<file path="config.mk">
export PLATFORM = sky130hd
export DESIGN_NAME = mem_bus_arbiter_flat
export DESIGN_NICKNAME = d
export VERILOG_FILES = /design/src/rtl/mem_bus_arbiter_if.sv /design/src/rtl/mem_bus_arbiter.sv /design/src/flat_wrapper.sv
export SDC_FILE = /design/constraint.sdc
export NUM_CORES = 1
export LEC_CHECK = 0
export ABC_AREA = 1
export CELL_PAD_IN_SITES_DETAIL_PLACEMENT = 1
export CELL_PAD_IN_SITES_GLOBAL_PLACEMENT = 1
export CORE_MARGIN = 5
export CORE_UTILIZATION = 30
export DETAILED_ROUTE_END_ITERATION = 12
export PLACE_DENSITY = 0.91
export SLEW_MARGIN = 20
export SYNTH_ARGS = -nofsm -noshare
export SYNTH_HDL_FRONTEND = slang
export SYNTH_SLANG_ARGS = --single-unit
export TNS_END_PERCENT = 1
</file>
<file path="constraint.sdc">
create_clock -name clk -period 6 [get_ports clk]
set_input_delay 1.2 -clock clk [delete_from_list [all_inputs] [get_ports clk]]
set_output_delay 1.2 -clock clk [all_outputs]
set_load 0.02 [all_outputs]
</file>
<file path="src/rtl/mem_bus_arbiter_if.sv">
// Signal bundle between the core, the fetch/data arbiter and the single-port memory bus.
// Modport master is the arbiter's view; modport slave is the core-and-memory environment.
interface mem_bus_arbiter_if;
  logic        i_req;
  logic [31:0] i_addr;
  logic [31:0] i_rdata;
  logic        i_valid;
  logic        d_read;
  logic        d_write;
  logic [31:0] d_addr;
  logic [31:0] d_wdata;
  logic [3:0]  d_byteen;
  logic [31:0] d_rdata;
  logic        d_valid;
  logic        stall;
  logic        err;
  logic [31:0] m_address;
  logic        m_read;
  logic        m_write;
  logic [31:0] m_writedata;
  logic [3:0]  m_byteenable;
  logic [31:0] m_readdata;
  logic        m_waitrequest;

  modport master (
    input  i_req, i_addr, d_read, d_write, d_addr, d_wdata, d_byteen,
           m_readdata, m_waitrequest,
    output i_rdata, i_valid, d_rdata, d_valid, stall, err,
           m_address, m_read, m_write, m_writedata, m_byteenable
  );

  modport slave (
    output i_req, i_addr, d_read, d_write, d_addr, d_wdata, d_byteen,
           m_readdata, m_waitrequest,
    input  i_rdata, i_valid, d_rdata, d_valid, stall, err,
           m_address, m_read, m_write, m_writedata, m_byteenable
  );
endinterface

</file>
<file path="src/rtl/mem_bus_arbiter.sv">
// Merges instruction fetch and data accesses onto one Avalon-style port, one access at a time.
// Valid/ready: a core request is a level held until its 1-cycle valid; a bus strobe completes on the first edge with waitrequest low.
module mem_bus_arbiter #(
  parameter int TIMEOUT = 0
) (
  input  logic               clk,
  input  logic               reset,
  mem_bus_arbiter_if.master  bus,
  output logic [1:0]         dbg_state_o
);

  typedef enum logic [1:0] {
    IDLE  = 2'd0,
    DATA  = 2'd1,
    FETCH = 2'd2,
    RESP  = 2'd3
  } state_t;

  localparam int CW = (TIMEOUT < 2) ? 1 : $clog2(TIMEOUT + 1);

  state_t        state_q, state_d;
  logic [31:0]   addr_q, addr_d;
  logic [31:0]   wdata_q, wdata_d;
  logic [3:0]    be_q, be_d;
  logic          write_q, write_d;
  logic          fetch_q, fetch_d;
  logic [CW-1:0] wait_q, wait_d;
  logic [31:0]   i_rdata_q, i_rdata_d;
  logic [31:0]   d_rdata_q, d_rdata_d;
  logic          err_q, err_d;

  logic        any_req;
  logic        data_req;
  logic [31:0] req_addr;
  logic        strobe;
  logic        timed_out;

  assign data_req  = bus.d_read | bus.d_write;
  assign any_req   = bus.i_req | data_req;
  assign req_addr  = data_req ? bus.d_addr : bus.i_addr;
  assign strobe    = (state_q == DATA) || (state_q == FETCH);
  // Abort on the edge that would be the TIMEOUT-th stalled strobe cycle.
  assign timed_out = (TIMEOUT > 0) && strobe && bus.m_waitrequest &&
                     (wait_q == CW'(TIMEOUT - 1));

  always_ff @(posedge clk or posedge reset) begin
    if (reset) begin
      state_q   <= IDLE;
      addr_q    <= '0;
      wdata_q   <= '0;
      be_q      <= '0;
      write_q   <= 1'b0;
      fetch_q   <= 1'b0;
      wait_q    <= '0;
      i_rdata_q <= '0;
      d_rdata_q <= '0;
      err_q     <= 1'b0;
    end else begin
      state_q   <= state_d;
      addr_q    <= addr_d;
      wdata_q   <= wdata_d;
      be_q      <= be_d;
      write_q   <= write_d;
      fetch_q   <= fetch_d;
      wait_q    <= wait_d;
      i_rdata_q <= i_rdata_d;
      d_rdata_q <= d_rdata_d;
      err_q     <= err_d;
    end
  end

  always_comb begin
    state_d   = state_q;
    addr_d    = addr_q;
    wdata_d   = wdata_q;
    be_d      = be_q;
    write_d   = write_q;
    fetch_d   = fetch_q;
    wait_d    = wait_q;
    i_rdata_d = i_rdata_q;
    d_rdata_d = d_rdata_q;
    err_d     = err_q;
    unique case (state_q)
      IDLE: begin
        wait_d = '0;
        if (any_req) begin
          fetch_d = !data_req;
          write_d = bus.d_write;
          addr_d  = req_addr;
          wdata_d = bus.d_wdata;
          be_d    = bus.d_byteen;
          if (bus.d_read && bus.d_write) err_d = 1'b1;
          // Misaligned accesses never reach the bus and answer with zero data.
          if (req_addr[1:0] != 2'b00) begin
            err_d   = 1'b1;
            state_d = RESP;
            if (data_req) d_rdata_d = '0;
            else          i_rdata_d = '0;
          end else begin
            state_d = data_req ? DATA : FETCH;
          end
        end
      end
      DATA, FETCH: begin
        if (!bus.m_waitrequest) begin
          state_d = RESP;
          if (fetch_q)       i_rdata_d = bus.m_readdata;
          else if (!write_q) d_rdata_d = bus.m_readdata;
        end else if (timed_out) begin
          state_d = RESP;
          err_d   = 1'b1;
          if (fetch_q) i_rdata_d = '0;
          else         d_rdata_d = '0;
        end else begin
          wait_d = wait_q + CW'(1);
        end
      end
      RESP: state_d = IDLE;
      default: state_d = IDLE;
    endcase
  end

  assign bus.m_read       = strobe && !write_q;
  assign bus.m_write      = strobe && write_q;
  assign bus.m_address    = strobe ? addr_q : 32'd0;
  assign bus.m_writedata  = (strobe && write_q) ? wdata_q : 32'd0;
  assign bus.m_byteenable = strobe ? (write_q ? be_q : 4'b1111) : 4'b0000;

  assign bus.i_rdata = i_rdata_q;
  assign bus.d_rdata = d_rdata_q;
  assign bus.i_valid = (state_q == RESP) && fetch_q;
  assign bus.d_valid = (state_q == RESP) && !fetch_q;
  assign bus.err     = err_q;
  assign bus.stall   = !reset && ((any_req && (state_q != RESP)) || strobe);

  assign dbg_state_o = state_q;

endmodule

</file>
<file path="src/flat_wrapper.sv">
// flat-port wrapper written by rule: the top's interface ports become plain ports
module mem_bus_arbiter_flat 
#(
  parameter int TIMEOUT = 0
)
  (clk, reset, dbg_state_o, bus_i_req, bus_i_addr, bus_d_read, bus_d_write, bus_d_addr, bus_d_wdata, bus_d_byteen, bus_m_readdata, bus_m_waitrequest, bus_i_rdata, bus_i_valid, bus_d_rdata, bus_d_valid, bus_stall, bus_err, bus_m_address, bus_m_read, bus_m_write, bus_m_writedata, bus_m_byteenable);
  mem_bus_arbiter_if bus_i ();
  input  logic clk;
  input  logic reset;
  output logic [1:0] dbg_state_o;
  input wire logic [$bits(bus_i.i_req)-1:0] bus_i_req;
  input wire logic [$bits(bus_i.i_addr)-1:0] bus_i_addr;
  input wire logic [$bits(bus_i.d_read)-1:0] bus_d_read;
  input wire logic [$bits(bus_i.d_write)-1:0] bus_d_write;
  input wire logic [$bits(bus_i.d_addr)-1:0] bus_d_addr;
  input wire logic [$bits(bus_i.d_wdata)-1:0] bus_d_wdata;
  input wire logic [$bits(bus_i.d_byteen)-1:0] bus_d_byteen;
  input wire logic [$bits(bus_i.m_readdata)-1:0] bus_m_readdata;
  input wire logic [$bits(bus_i.m_waitrequest)-1:0] bus_m_waitrequest;
  output wire logic [$bits(bus_i.i_rdata)-1:0] bus_i_rdata;
  output wire logic [$bits(bus_i.i_valid)-1:0] bus_i_valid;
  output wire logic [$bits(bus_i.d_rdata)-1:0] bus_d_rdata;
  output wire logic [$bits(bus_i.d_valid)-1:0] bus_d_valid;
  output wire logic [$bits(bus_i.stall)-1:0] bus_stall;
  output wire logic [$bits(bus_i.err)-1:0] bus_err;
  output wire logic [$bits(bus_i.m_address)-1:0] bus_m_address;
  output wire logic [$bits(bus_i.m_read)-1:0] bus_m_read;
  output wire logic [$bits(bus_i.m_write)-1:0] bus_m_write;
  output wire logic [$bits(bus_i.m_writedata)-1:0] bus_m_writedata;
  output wire logic [$bits(bus_i.m_byteenable)-1:0] bus_m_byteenable;
  assign bus_i.i_req = bus_i_req;
  assign bus_i.i_addr = bus_i_addr;
  assign bus_i.d_read = bus_d_read;
  assign bus_i.d_write = bus_d_write;
  assign bus_i.d_addr = bus_d_addr;
  assign bus_i.d_wdata = bus_d_wdata;
  assign bus_i.d_byteen = bus_d_byteen;
  assign bus_i.m_readdata = bus_m_readdata;
  assign bus_i.m_waitrequest = bus_m_waitrequest;
  assign bus_i_rdata = bus_i.i_rdata;
  assign bus_i_valid = bus_i.i_valid;
  assign bus_d_rdata = bus_i.d_rdata;
  assign bus_d_valid = bus_i.d_valid;
  assign bus_stall = bus_i.stall;
  assign bus_err = bus_i.err;
  assign bus_m_address = bus_i.m_address;
  assign bus_m_read = bus_i.m_read;
  assign bus_m_write = bus_i.m_write;
  assign bus_m_writedata = bus_i.m_writedata;
  assign bus_m_byteenable = bus_i.m_byteenable;
  mem_bus_arbiter #(.TIMEOUT(TIMEOUT)) u_core (.clk(clk), .reset(reset), .bus(bus_i), .dbg_state_o(dbg_state_o));
endmodule
</file>
### Word level (Yosys, flattened, before mapping)

Cells that the tools add are included.

| word-level totals | value |
|---|---|
| register bits after elaboration | 137 |
| bits in latches | 0 |
| RAM bits | 0 |
| memory bits (read-only) | 0 |
| bits of input ports | 138 |
| output and inout bits | 140 |
| memories kept | 0 |

| operators by class | value |
|---|---|
| add/subtract/negate cells | 0 |
| $mul | 0 |
| divide/modulo/power cells | 0 |
| magnitude comparators | 0 |
| eq/ne operators | 12 |
| shifts and indexed selects | 0 |
| mux-type cells | 25 |
| bitwise logic cells | 2 |
| reductions and logical operators | 23 |

Operators by type and width:

| cell | count |
|---|---|
| $mux 32 | 14 |
| $pmux 32 s2 | 2 |
| $ne 2x2->1 const B | 5 |
| $mux 2 | 4 |
| $mux 4 | 2 |
| $ne 2x1->1 const B | 4 |
| $logic_and 1x1->1 | 7 |
| $reduce_and 7->1 | 1 |
| $pmux 2 s3 | 1 |
| $reduce_and 6->1 | 1 |
| $reduce_bool 2->1 | 3 |
| $eq 2x2->1 const B | 2 |
| $logic_not 1->1 | 4 |
| $reduce_and 2->1 | 2 |
| $reduce_and 3->1 | 1 |
| $eq 2x1->1 const B | 1 |
| $logic_not 2->1 | 1 |
| $logic_or 1x1->1 | 2 |
| $mux 1 | 2 |
| $or 1x1->1 | 2 |
| $reduce_or 2->1 | 1 |

### Depth between registers and ports, before layout

| logic depth | value |
|---|---|
| word-level depth | 6 |
| gate-level depth with buffers | 12 |
| gate-level depth less buffers | 10 |

### Worst setup path after synthesis

OpenSTA, ideal clock, no wires.

| timing path | value |
|---|---|
| path type | reg2out |
| start | register u_core.state_q[0] (netlist: u_core.dbg_state_o[0]) |
| end | output port bus_m_writedata[22] |
| arrival | 1888 ps |
| path slack | 2912 ps |
| stages on the path, launching flop included | 8 |
| buffers on the path | 3 |
| cells stage by stage | dfrtp_1 -> inv_1 -> ha_1 -> buf_2 -> clkbuf_1 -> nand2_1 -> clkbuf_1 -> nor2_1 |

| on the way | value |
|---|---|
| word-level cells in the longest chain between the ends | 4 |
| elaborated cells on any way between the ends | 5 |
| those cells by class | eq/ne: 2; mux: 1; reduce/logical: 2 |

Ends and longest elaborated chain:

| what | RTL line | text |
|---|---|---|
| start, declared | mem_bus_arbiter.sv:21 | `state_t state_q, state_d;` |
| start signal, assigned | mem_bus_arbiter.sv:59 | `state_q <= state_d;` |
| $eq 2x1->1 or $eq 2x2->1 (tied branches) | mem_bus_arbiter.sv:41 | `assign strobe = (state_q == DATA) \|\| (state_q == FETCH);` |
| $logic_or 1x1->1 (*) | mem_bus_arbiter.sv:41 |  |
| $logic_and 1x1->1 (*) | mem_bus_arbiter.sv:126 | `assign bus.m_writedata = (strobe && write_q) ? wdata_q : 32'd0;` |
| $mux 32 (*) | mem_bus_arbiter.sv:126 |  |
| end, declared | flat_wrapper.sv:29 | `output wire logic [$bits(bus_i.m_writedata)-1:0] bus_m_writedata;` |

Mark *: on every way between the ends. The rest lies on a longest branch, timed or not.

### Worst setup path in the final report

| timing path | value |
|---|---|
| start | register u_core.state_q[1] (netlist: u_core.dbg_state_o[1]) |
| end | output port bus_m_byteenable[2] |

| on the way | value |
|---|---|
| word-level cells in the longest chain between the ends | 3 |
| elaborated cells on any way between the ends | 4 |
| those cells by class | eq/ne: 2; mux: 1; reduce/logical: 1 |

Ends and longest elaborated chain:

| what | RTL line | text |
|---|---|---|
| $eq 2x1->1 or $eq 2x2->1 (tied branches) | mem_bus_arbiter.sv:41 |  |
| $logic_or 1x1->1 (*) | mem_bus_arbiter.sv:41 |  |
| $mux 4 (*) | mem_bus_arbiter.sv:127 | `assign bus.m_byteenable = strobe ? (write_q ? be_q : 4'b1111) : 4'b0000;` |
| end, declared | flat_wrapper.sv:30 | `output wire logic [$bits(bus_i.m_byteenable)-1:0] bus_m_byteenable;` |

Marks and branches as above.

==> flow_summary.yaml <==
layout:
  synthToLayoutAreaGrowth_pct: 54.94
  fin_area_sq_um: 9965
  fin_nets: 1247
  antennaDiodeCount: 0
  utilization_pct: 47.25
  drive_gt1_share_pct: 4.826
clocking:
  cts_resized: 0
  clkTransAtPathRegs_ns: 0.06
  h-tree-depth: 4
  cts_setup_buffers: 0
  cts_tree: "built"
  hold_buffers: 0
  numCtsBuffers: 17
  root_buffer: "clkbuf_16"
  cts.sinks: 137
  cts_buffer_depth: 2
  clk_latency_ns: 0.42
logic_synthesis:
  synth_cells: 852
  synth-seq-cells: 137
  synth_warnings: 0
  syn-cell-area_sq_um: 6431
  syn_avg_cell_area_sq_um: 7.548
  synth_cell_type_count: 19
  ys_seq_area_share_pct: 53.31
  syn_nets: 993
critical_path:
  r2r_cells: 11
  end_kind: "output pin"
  worstReg2RegEnd: "u_core.bus.i_rdata[20]$_DFFE_PP0P_"
  endpoint: "bus_m_byteenable[2]"
  required_ns: 4.80
  ff2ff_setup_slack_ns: 2.54
  crit_type: "flip-flop to output pin"
  cp_max_fo: 49
  critPathLaunchType: "flip-flop"
  crit_start: "u_core.dbg_state_o[1]$_DFFE_PP0P_"
  reg2reg_from: "u_core.dbg_state_o[1]$_DFFE_PP0P_"
  crit_arrival_ns: 3.26
die:
  placementRows: 53
  die_h_um: 156.4
  die_area_sq_um: 24470
  core_sq_um: 21090
  start_util_pct: 30.50
  io_pins: 278
  die_w_um: 156.4
place:
  portBuffers: 277
  gp_congestion: 0.7653
  dpl.hpwl_mm: 17.56
  postPlaceCellArea_sq_um: 9382
power_and_ir_drop:
  p_leak_uw: 0.005015
  p_int_uw: 3294
  swShare_pct: 46.66
  clock_power_share_pct: 17.0
  p_per_area_nw_per_um2: 619.7
  pwr-share-comb_pct: 58.0
  switching_power_uw: 2882
  irDropWorstVdd_v: 0.0002766
  seq_power_share_pct: 25.0
timing:
  finalHoldViolations: 0
  tightestPinTransition_ns: 0.9032
  fin_crit_ns: 4.461
  relSlewSlack_pct: 39.79
  rsz0062_at_grt: "false"
  finClkSkew_ns: 0.01120
  setup_tns_ns: 0
  finalCritPeriodShare_pct: 74.34
  drv_slew: 0
  setup_viol: 0
  timing.fmax_ghz: 0.2242
status:
  status: "completed"
detailed_routing:
  num_vias: 6474
  vias_per_cell: 4.644
  antenna_left: 0
  drt_wl_total_mm: 23.61
  route.detailed.drc: 0
  drt_iter0_drc: 227
  wl_per_cell_um: 16.94
  drtPass1Iterations: 4
grt:
  grt_pass1_wl_mm: 36.91
  grt_max_degree: 97
  grtUsageTotal_pct: 19.14
  grt-ovfl-total: 0
  antenna_found_initial: 0
  first_global_vias: 7047
run:
  maxCapViolCount: 0
hold_path:
  hold_class: "flip-flop to flip-flop"
  hold_depth: 2
critical path, cell delays in order, from the launching register on:
cell	delay (ns)
dfrtp_1	0.39
inv_1	0.08
ha_2	0.65
buf_4	0.55
inv_1	0.30
nor2_1	0.23
clkdlybuf4s50_1	0.64
area by class of cell:
cell class / instances / area (sq um)
Tap cell: 275 / 344.1
Inverter: 116 / 441.7
Clock inverter: 14 / 148.9
Fill cell: 2555 / 11120
Multi-Input combinational cell: 548 / 2332
Clock buffer: 18 / 429.2
Sequential cell: 137 / 3428
Timing Repair Buffer: 286 / 2840
through the flow:
stage / hold WS, ns / setup slack [ns] / instances / power, uW
after global routing: 0.5008 / 1.282 / 1394 / 6651
after CTS: 0.4775 / 1.374 / 1394 / 6282
after global placement: 0.4538 / 1.630 / 1362 / 5039
final: 0.4756 / 1.539 / 1394 / 6175
after detailed placement: 0.4612 / 1.383 / 1362 / 5187
after floorplan: 0.4495 / 1.132 / 852 / 3615
routing by layer:
layer	part of all wire (%)	wire [um]	track usage, %	up-vias
li1	-	-	-	3091
met1	39	9229	22.05	3150
met2	51	12120	34.42	207
met3	8.3	1965	6.195	26
met4	1.3	301	4.669	0
met5	0	0	0	-
power by group through the flow:
stage,Clock [uW],Combinational (uW),Sequential (uW)
after global placement,0,3500,1540
after floorplan,0,1920,1690
final,1050,3580,1540
after global routing,1110,3950,1590
after detailed placement,0,3630,1560
after CTS,1080,3660,1550
sequential cells by signal (all words and copies together), names as in the netlist:
signal,cells
u_core.bus.err,1
u_core.write_q,1
u_core.addr_q,32
u_core.bus.d_rdata,32
u_core.be_q,4
u_core.fetch_q,1
u_core.bus.i_rdata,32
u_core.dbg_state_o,2
u_core.wdata_q,32
how the worst min path moves through the flow:
stage,start,end,slack (ns)
after global routing,u_core.bus.d_rdata[10]$_DFFE_PP0P_,u_core.bus.d_rdata[10]$_DFFE_PP0P_,0.50
after global placement,u_core.bus.d_rdata[26]$_DFFE_PP0P_,u_core.bus.d_rdata[26]$_DFFE_PP0P_,0.45
final,u_core.bus.d_rdata[20]$_DFFE_PP0P_,u_core.bus.d_rdata[20]$_DFFE_PP0P_,0.48
after CTS,u_core.bus.d_rdata[9]$_DFFE_PP0P_,u_core.bus.d_rdata[9]$_DFFE_PP0P_,0.48
after detailed placement,u_core.bus.i_rdata[3]$_DFFE_PP0P_,u_core.bus.i_rdata[3]$_DFFE_PP0P_,0.46
after floorplan,u_core.be_q[0]$_DFFE_PP0P_,u_core.be_q[0]$_DFFE_PP0P_,0.45
layout by cell type, fill, tap and decap left out, types with 4 or more instances in the layout:
cell             count
clkinv_2             4
dfrtp_1            137
inv_1              112
nand2_1            320
buf_4                9
o21ai_0             39
nand2_2              4
nor2_1              76
a31oi_1             30
clkbuf_16           17
clkdlybuf4s50_1    277
clkinvlp_4           4
nand3_1             65
cells in the mapped netlist, drive strengths merged:
library cell	number	area (sq um)
a21oi	3	15.01
buf	33	182.7
dfrtp	137	3428
clkbuf	18	67.56
nand2	324	1219
nand3b	1	7.510
or2	1	6.260
a31oi	30	187.7
o21ai	41	205.2
inv	116	435.4
nand3	66	330.3
ha	3	37.54
nor2	79	309.0
cells by family (layout without fill, tap and decap cells):
| family | after synthesis | count (layout) | synth area share [%] |
|---|---|---|---|
| adders and majority gates | 3 | 3 | 0.5837 |
| DFF | 137 | 137 | 53.31 |
| AOI/OAI and AO/OA | 74 | 74 | 6.342 |
| and+or+nand+nor | 471 | 471 | 29.11 |
| buffers and inverters | 167 | 434 | 10.66 |
(Power assumes the default switching activity.)
